File: src/rtl/j1_dbus_wb_bridge.sv
// Bridges the J1 core data bus (single-cycle read/write strobes) onto a classic
// Wishbone master port, holding the core via stall until the slave terminates.
module j1_dbus_wb_bridge #(
    parameter int unsigned TIMEOUT = 255
) (
    input  logic        clk,
    input  logic        reset_n,
    input  logic [15:0] dbus_adr,
    input  logic        dbus_re,
    input  logic        dbus_we,
    input  logic [15:0] dbus_dat_m,
    output logic [15:0] dbus_dat_s,
    output logic        stall,
    output logic        wb_cyc_o,
    output logic        wb_stb_o,
    output logic        wb_we_o,
    output logic [15:0] wb_adr_o,
    output logic [15:0] wb_dat_o,
    output logic [1:0]  wb_sel_o,
    input  logic [15:0] wb_dat_i,
    input  logic        wb_ack_i,
    input  logic        wb_err_i,
    output logic        err_o,
    input  logic        err_clr,
    output logic        dbg_state
);

    // Handshake: the core issues a one-cycle re/we strobe while IDLE; the bridge
    // then holds stall high in BUS until ack, err or timeout terminates the cycle,
    // and the core only advances in a cycle where stall is low.
    typedef enum logic {
        IDLE = 1'b0,
        BUS  = 1'b1
    } state_t;

    localparam logic [7:0] CNT_LAST = 8'(TIMEOUT - 1);

    state_t      state, state_next;
    logic [7:0]  cnt, cnt_next;
    logic [15:0] adr_q;
    logic [15:0] dat_q;
    logic [15:0] rd_q;
    logic        we_q;

    logic        in_bus;
    logic        req;
    logic        timeout_hit;
    logic        term;
    logic        rd_done;
    logic        err_set;
    logic [15:0] rd_value;
    logic        unused_adr_msb;

    // Word address to byte address drops the top bit of the core address.
    assign unused_adr_msb = dbus_adr[15];

    assign in_bus      = (state == BUS);
    assign req         = dbus_re | dbus_we;
    assign timeout_hit = (cnt == CNT_LAST);
    assign term        = in_bus & (wb_ack_i | wb_err_i | timeout_hit);
    assign rd_done     = term & ~we_q;
    assign rd_value    = wb_ack_i ? wb_dat_i : 16'h0000;
    // ack wins over a simultaneous err, so only an unacknowledged end flags.
    assign err_set     = in_bus & ~wb_ack_i & (wb_err_i | timeout_hit);

    always_ff @(posedge clk or negedge reset_n) begin
        if (!reset_n) begin
            state <= IDLE;
            cnt   <= 8'd0;
        end else begin
            state <= state_next;
            cnt   <= cnt_next;
        end
    end

    always_comb begin
        state_next = state;
        cnt_next   = cnt;
        case (state)
            IDLE: begin
                if (req) begin
                    state_next = BUS;
                    cnt_next   = 8'd0;
                end
            end
            BUS: begin
                if (term) begin
                    state_next = IDLE;
                end else begin
                    cnt_next = cnt + 8'd1;
                end
            end
            default: begin
                state_next = IDLE;
                cnt_next   = 8'd0;
            end
        endcase
    end

    // A write strobe takes priority when both strobes arrive together.
    always_ff @(posedge clk or negedge reset_n) begin
        if (!reset_n) begin
            adr_q <= 16'h0000;
            dat_q <= 16'h0000;
            we_q  <= 1'b0;
        end else if (!in_bus && req) begin
            adr_q <= {dbus_adr[14:0], 1'b0};
            dat_q <= dbus_dat_m;
            we_q  <= dbus_we;
        end
    end

    always_ff @(posedge clk or negedge reset_n) begin
        if (!reset_n) begin
            rd_q <= 16'h0000;
        end else if (rd_done) begin
            rd_q <= rd_value;
        end
    end

    always_ff @(posedge clk or negedge reset_n) begin
        if (!reset_n) begin
            err_o <= 1'b0;
        end else if (err_set) begin
            err_o <= 1'b1;
        end else if (err_clr) begin
            err_o <= 1'b0;
        end
    end

    // Read data bypasses the register in the terminating cycle so a zero-wait
    // ack releases the core with valid data and no stall.
    assign dbus_dat_s = rd_done ? rd_value : rd_q;
    assign stall      = in_bus & ~term;
    assign wb_cyc_o   = in_bus;
    assign wb_stb_o   = in_bus;
    assign wb_sel_o   = in_bus ? 2'b11 : 2'b00;
    assign wb_we_o    = we_q;
    assign wb_adr_o   = adr_q;
    assign wb_dat_o   = dat_q;
    assign dbg_state  = state;

endmodule

File: config.mk
export PLATFORM = sky130hd
export DESIGN_NAME = j1_dbus_wb_bridge
export DESIGN_NICKNAME = d
export VERILOG_FILES = /design/src/rtl/j1_dbus_wb_bridge.sv
export SDC_FILE = /design/constraint.sdc
export NUM_CORES = 1
export LEC_CHECK = 0
export CAP_MARGIN = 20
export CORE_ASPECT_RATIO = 0.75
export CORE_MARGIN = 2
export CORE_UTILIZATION = 35
export DETAILED_ROUTE_END_ITERATION = 10
export PLACE_DENSITY = 0.73
export SLEW_MARGIN = 15
export SYNTH_ARGS = -nofsm -noshare
export SYNTH_HDL_FRONTEND = slang
export SYNTH_SLANG_ARGS = --single-unit
File: constraint.sdc
create_clock -name clk -period 1.9 [get_ports clk]
set_input_delay 0.38 -clock clk [delete_from_list [all_inputs] [get_ports clk]]
set_output_delay 0.38 -clock clk [all_outputs]
set_load 0.05 [all_outputs]
Yosys cells after proc, flatten, opt, wreduce, memory -nomap -nowiden
Cells that the tools add are included.

word-level totals
  register bits after elaboration = 58
  input bits = 55
  output and inout bits = 56
  word-level logic and storage cells = 39

operators by class
  add/sub/neg operators = 1
  equal/unequal tests = 3
  mux-type cells = 11
  bitwise operators = 13
  reductions and logical operators = 4

operator list
  cell                                          number
  two-way mux 16 bit                            2
  two-way mux 8 bit                             2
  case mux 8 bit (2 select lines)               1
  adder 8 x 1 -> 8 bit, second input constant   1
  == test 8 bit, second input constant          1
  bitwise AND 1 bit                             5
  two-way mux 1 bit                             4
  inequality test 2 bit, second input constant  2
  NOT 1 bit                                     4
  OR 1 bit                                      4
  two-way mux 2 bit                             1
  case mux 1 bit (2 select lines)               1
  AND reduction 2 bit                           1
  nonzero test 2 bit                            1
  logical AND 1 bit                             1
  logical NOT 1 bit                             1

Longest topological paths before layout
  depth in word-level cells = 5
  gate-level depth with buffers = 7
  depth with buffers taken out = 7

Least setup slack after synthesis
No wires, ideal clock.

  path type = register -> output
  start point = register state, in the netlist dbg_state
  end point = output dbus_dat_s[10]
  arrival time = 1920 ps
  required time = 1520 ps
  slack = -400 ps
  stages on the path, launching flop included = 6
  buffers on the path = 2
  path through = dfrtp_1 > and2b_1 > and2_1 > clkbuf_1 > buf_2 > a22o_1

between the ends
  word-level cells in the longest chain between the ends = 3

ends and longest elaborated chain
  element                   line  source
  start: declaration        38    state_t state, state_next;
  start signal: assignment  71    state <= state_next;
  bitwise AND 1 bit         60    assign term = in_bus & (wb_ack_i | wb_err_i | timeout_hit);
  bitwise AND 1 bit         61    assign rd_done = term & ~we_q;
  two-way mux 16 bit        --
  end: declaration          12    output logic [15:0] dbus_dat_s,

Every way passes these cells.

Worst setup path after layout
  start point = register cnt[0]
  end point = output dbus_dat_s[4]

between the ends
  word-level cells in the longest chain between the ends = 5

ends and longest elaborated chain
  element                   line  source
  start: declaration        39    logic [7:0] cnt, cnt_next;
  start signal: assignment  72    cnt <= cnt_next;
  == test 8 bit             59    assign timeout_hit = (cnt == CNT_LAST);
  OR 1 bit                  60
  bitwise AND 1 bit         60
  bitwise AND 1 bit         61
  two-way mux 16 bit        --

Every way passes these cells.

==> flow_summary_export.csv <==
group,metric,value,unit
status,status,"finished with violations",
status,violations,"setup timing",
clock_tree,cts_tree,"done",
worst_setup_path,arrival,1810,ps
cells_and_area,fillers,481,
worst_setup_path,slowest_stage,"dfrtp_1",
die,dieArea,7410,um^2
cells_and_area,areaGrowthSynthToFinish,81.3,%
cells_and_area,final_cells,387,
clock_tree,cts_sinks,58,
cells_and_area,finish.instance_area,4270,um^2
detailed_routing,detail-route-antenna-nets,0,
worst_setup_path,endpoint_kind,"output pin",
worst_setup_path,cp_top_family,"compound AO/OA/AOI/OAI gates",
synth,synth-seq-area-share,61.6,%
clock_tree,cts_made_buffers,9,
pwr,total_power,6.30,mW
global_routing,grt_overflow,0,
global_routing,grt_pass1_vias,1945,
clock_tree,htree_num_levels,3,
timing,report.final.slew_viol_count,0,
clock_tree,cts.clk_slew.worst_paths,70,ps
timing,report.final.hold_viol_count,0,
detailed_routing,drcViolationCount,0,
detailed_routing,via_per_inst,4.86,
die,start_util,36.8,%
synth,ys.flop_type,"dfrtp_1",
synth,async_reset_ff_share,100,%
timing,period_share,115,%
timing,post-route-min-period,2190,ps
timing,skew,6.95,ps
worst_setup_path,reg2reg_to,"cnt[0]$_DFFE_PN0P_",
place,dp_hpwl,4290,um
synth,synthCells,171,
detailed_routing,wirelength,5980,um
hold_path,min_path_type,"input port to asynchronous set/reset pin",
clock_tree,ctsLongestPathBuffers,2,
die,coreArea,6410,um^2
place,place_ws,-137,ps
worst_setup_path,rrSetupSlack,130,ps
synth,yosys-top-cells-area,"dfrtp_1, mux2_2, a22o_1",
worst_setup_path,worstPathCellList,"inv_1, ha_2, nand3_4, o21bai_4, o21ai_4, buf_6, a22o_4, buf_12",
job,cap_violations,0,
detailed_routing,drtIter0Drc,48,
pwr,powerDensity,1470,nW/um^2
place,placed_cells,366,
timing,setup_viol,17,
synth,syn_area_per_cell,13.8,um^2
global_routing,grt_pass1_wl,9340,um
place,gp_congestion,0.771,
die,io_pins,111,
worst_setup_path,start_kind,"flip-flop",
timing,tightest_slew,515,ps
worst_setup_path,crit_fanout,8,
timing,rsz0062_at_grt,"true",
cells_and_area,multiInputGateArea,990,um^2
worst_setup_path,max_stage_delay,380,ps
worst_setup_path,critPathKind,"flip-flop to output pin",
clock_tree,cts-root-buf,"clkbuf_8",
synth,syn_nets,228,
timing,hold-worst-slack,49.6,ps
worst_setup_path,crit_buf_inv,3,
timing,relSlewSlack,65.6,%
worst_setup_path,worstPathRequired,1520,ps
detailed_routing,first_pass_iters,4,
cells_and_area,final_util,66.6,%
synth,ys_seq_elements,58,
cells_and_area,final_nets,358,
synth,synthDistinctLibCells,30,
die,fp.dieH,75.1,um
cells_and_area,regArea,1450,um^2
die,rows,25,
timing,worst_slack,-285,ps
synth,synth-warning-count,0,
timing,finalSetupTns,-4720,ps
pwr,p_leak,2.06,nW
global_routing,grt_use_total,16.5,%
synth,synth_edf_count,0,
global_routing,antenna_found_initial,0,
timing,fmaxAchievable,458,MHz
clock_tree,postCtsHoldBufs,0,
detailed_routing,vias,1882,
place,port_buffers,108,
synth,synth_top_area_share,61.6,%
synth,syn_area,2360,um^2
clock_tree,insertion_delay,330,ps
synth,synth_area_leader_cell,"dfrtp_1",
cells_and_area,antenna_cells,0,
global_routing,grt_max_degree,59,
place,post_dp_cell_area,3870,um^2
pwr,peakVddDrop,0.000743,V
worst_setup_path,r2r_cells,11,
worst_setup_path,worstReg2RegStart,"cnt[0]$_DFFE_PN0P_",
detailed_routing,routedWlPerCell,15.4,um
die,die_w,98.8,um
cells_and_area,drive_gt1_share,42.2,%
==> cell families (layout without fill, tap and decap cells) <==
| family | Yosys count | after routing | share of synthesized area, % |
|---|---|---|---|
| AOI/OAI and AO/OA | 30 | 30 | 10.2 |
| xor gates and xnor gates | 1 | 1 | 0.372 |
| adders and majority gates | 2 | 2 | 1.06 |
| buffers and inverters | 18 | 153 | 4.14 |
| DFF | 58 | 58 | 61.6 |
| muxes | 32 | 32 | 15.3 |
| other | 1 | 1 | 0.159 |
| and+or+nand+nor | 29 | 29 | 7.22 |
==> worst register-to-register path, delay by kind of cell, from the launching register on <==
kind | cells | cell delay (ps)
buffers and inverters | 6 | 760
flip-flops | 1 | 380
AO/OA/AOI/OAI | 2 | 210
adder cells (fa/ha/maj) | 1 | 190
AND/OR/NAND/NOR | 2 | 150
==> cell usage after synthesis, types with 2 or more instances <==
master / instances
ha_1: 2
nand2_1: 3
a22o_1: 16
or3_1: 2
mux2_2: 32
buf_2: 6
inv_1: 5
o21ai_0: 6
nand3b_1: 2
nand3_1: 14
buf_4: 6
dfrtp_1: 58
a21oi_1: 2
==> timing repair <==
item,CTS,global route
gates resized for setup,18,21
pin swaps,1,1
setup endpoints to repair,22,36
setup buffers,2,3
==> power by group <==
part / switching (mW) / internal (mW) / leakage, nW
clock network: 0.474 / 0.843 / 0.119
registers: 0.165 / 1.57 / 0.712
logic: 1.81 / 1.44 / 1.23
total: 2.45 / 3.85 / 2.06
==> state kept, by name (all words and copies together) (netlist names) <==
register   flops
wb_adr_o      15
wb_we_o        1
dbg_state      1
cnt            8
err_o          1
wb_dat_o      16
rd_q          16
==> worst max path at each step <==
stage                   startpoint        endpoint  slack (ps)  depth (start not counted)
2_1_floorplan  dbg_state$_DFF_PN0_  dbus_dat_s[10]         -20                          5
3_3_place_gp              wb_ack_i           stall        -120                          5
3_5_place_dp              wb_ack_i           stall        -140                          5
4_1_cts         cnt[0]$_DFFE_PN0P_   dbus_dat_s[7]        -320                          8
5_1_grt         cnt[0]$_DFFE_PN0P_   dbus_dat_s[1]        -370                          8
6_report        cnt[0]$_DFFE_PN0P_   dbus_dat_s[4]        -290                          8
==> layer usage <==
| layer | wire length (um) | global-route usage [%] | vias to the layer above |
|---|---|---|---|
| li1 | - | - | 876 |
| met5 | 0 | 0 | - |
| met3 | 443 | 8.26 | 5 |
| met1 | 2560 | 20.2 | 931 |
| met4 | 31 | 3.65 | 0 |
| met2 | 2940 | 26.8 | 70 |
==> cells in the final DEF (no fill, tap or decap), types with 3 or more instances in the layout <==
cell	netlist	final
inv_1	5	4
clkdlybuf4s50_1	0	53
buf_12	0	19
a22o_4	0	16
nand2_1	3	3
o21bai_4	1	3
o21ai_0	6	6
dlygate4sd2_1	0	5
dlymetal6s2s_1	0	19
buf_4	6	33
clkbuf_8	0	12
dfrtp_1	58	56
mux2_2	32	32
nand3_1	14	13
==> area by class of cell <==
| cell class | count | share of cell area, % |
|---|---|---|
| clock inverter | 4 | 1.70 |
| sequential | 58 | 34.0 |
| timing repair buffer | 132 | 34.4 |
| clock buffer | 12 | 3.87 |
| inverter | 5 | 0.439 |
| multi-input combinational | 95 | 23.2 |
| tap | 81 | 2.37 |
No activity file was read; power rests on OpenSTA's default activity.
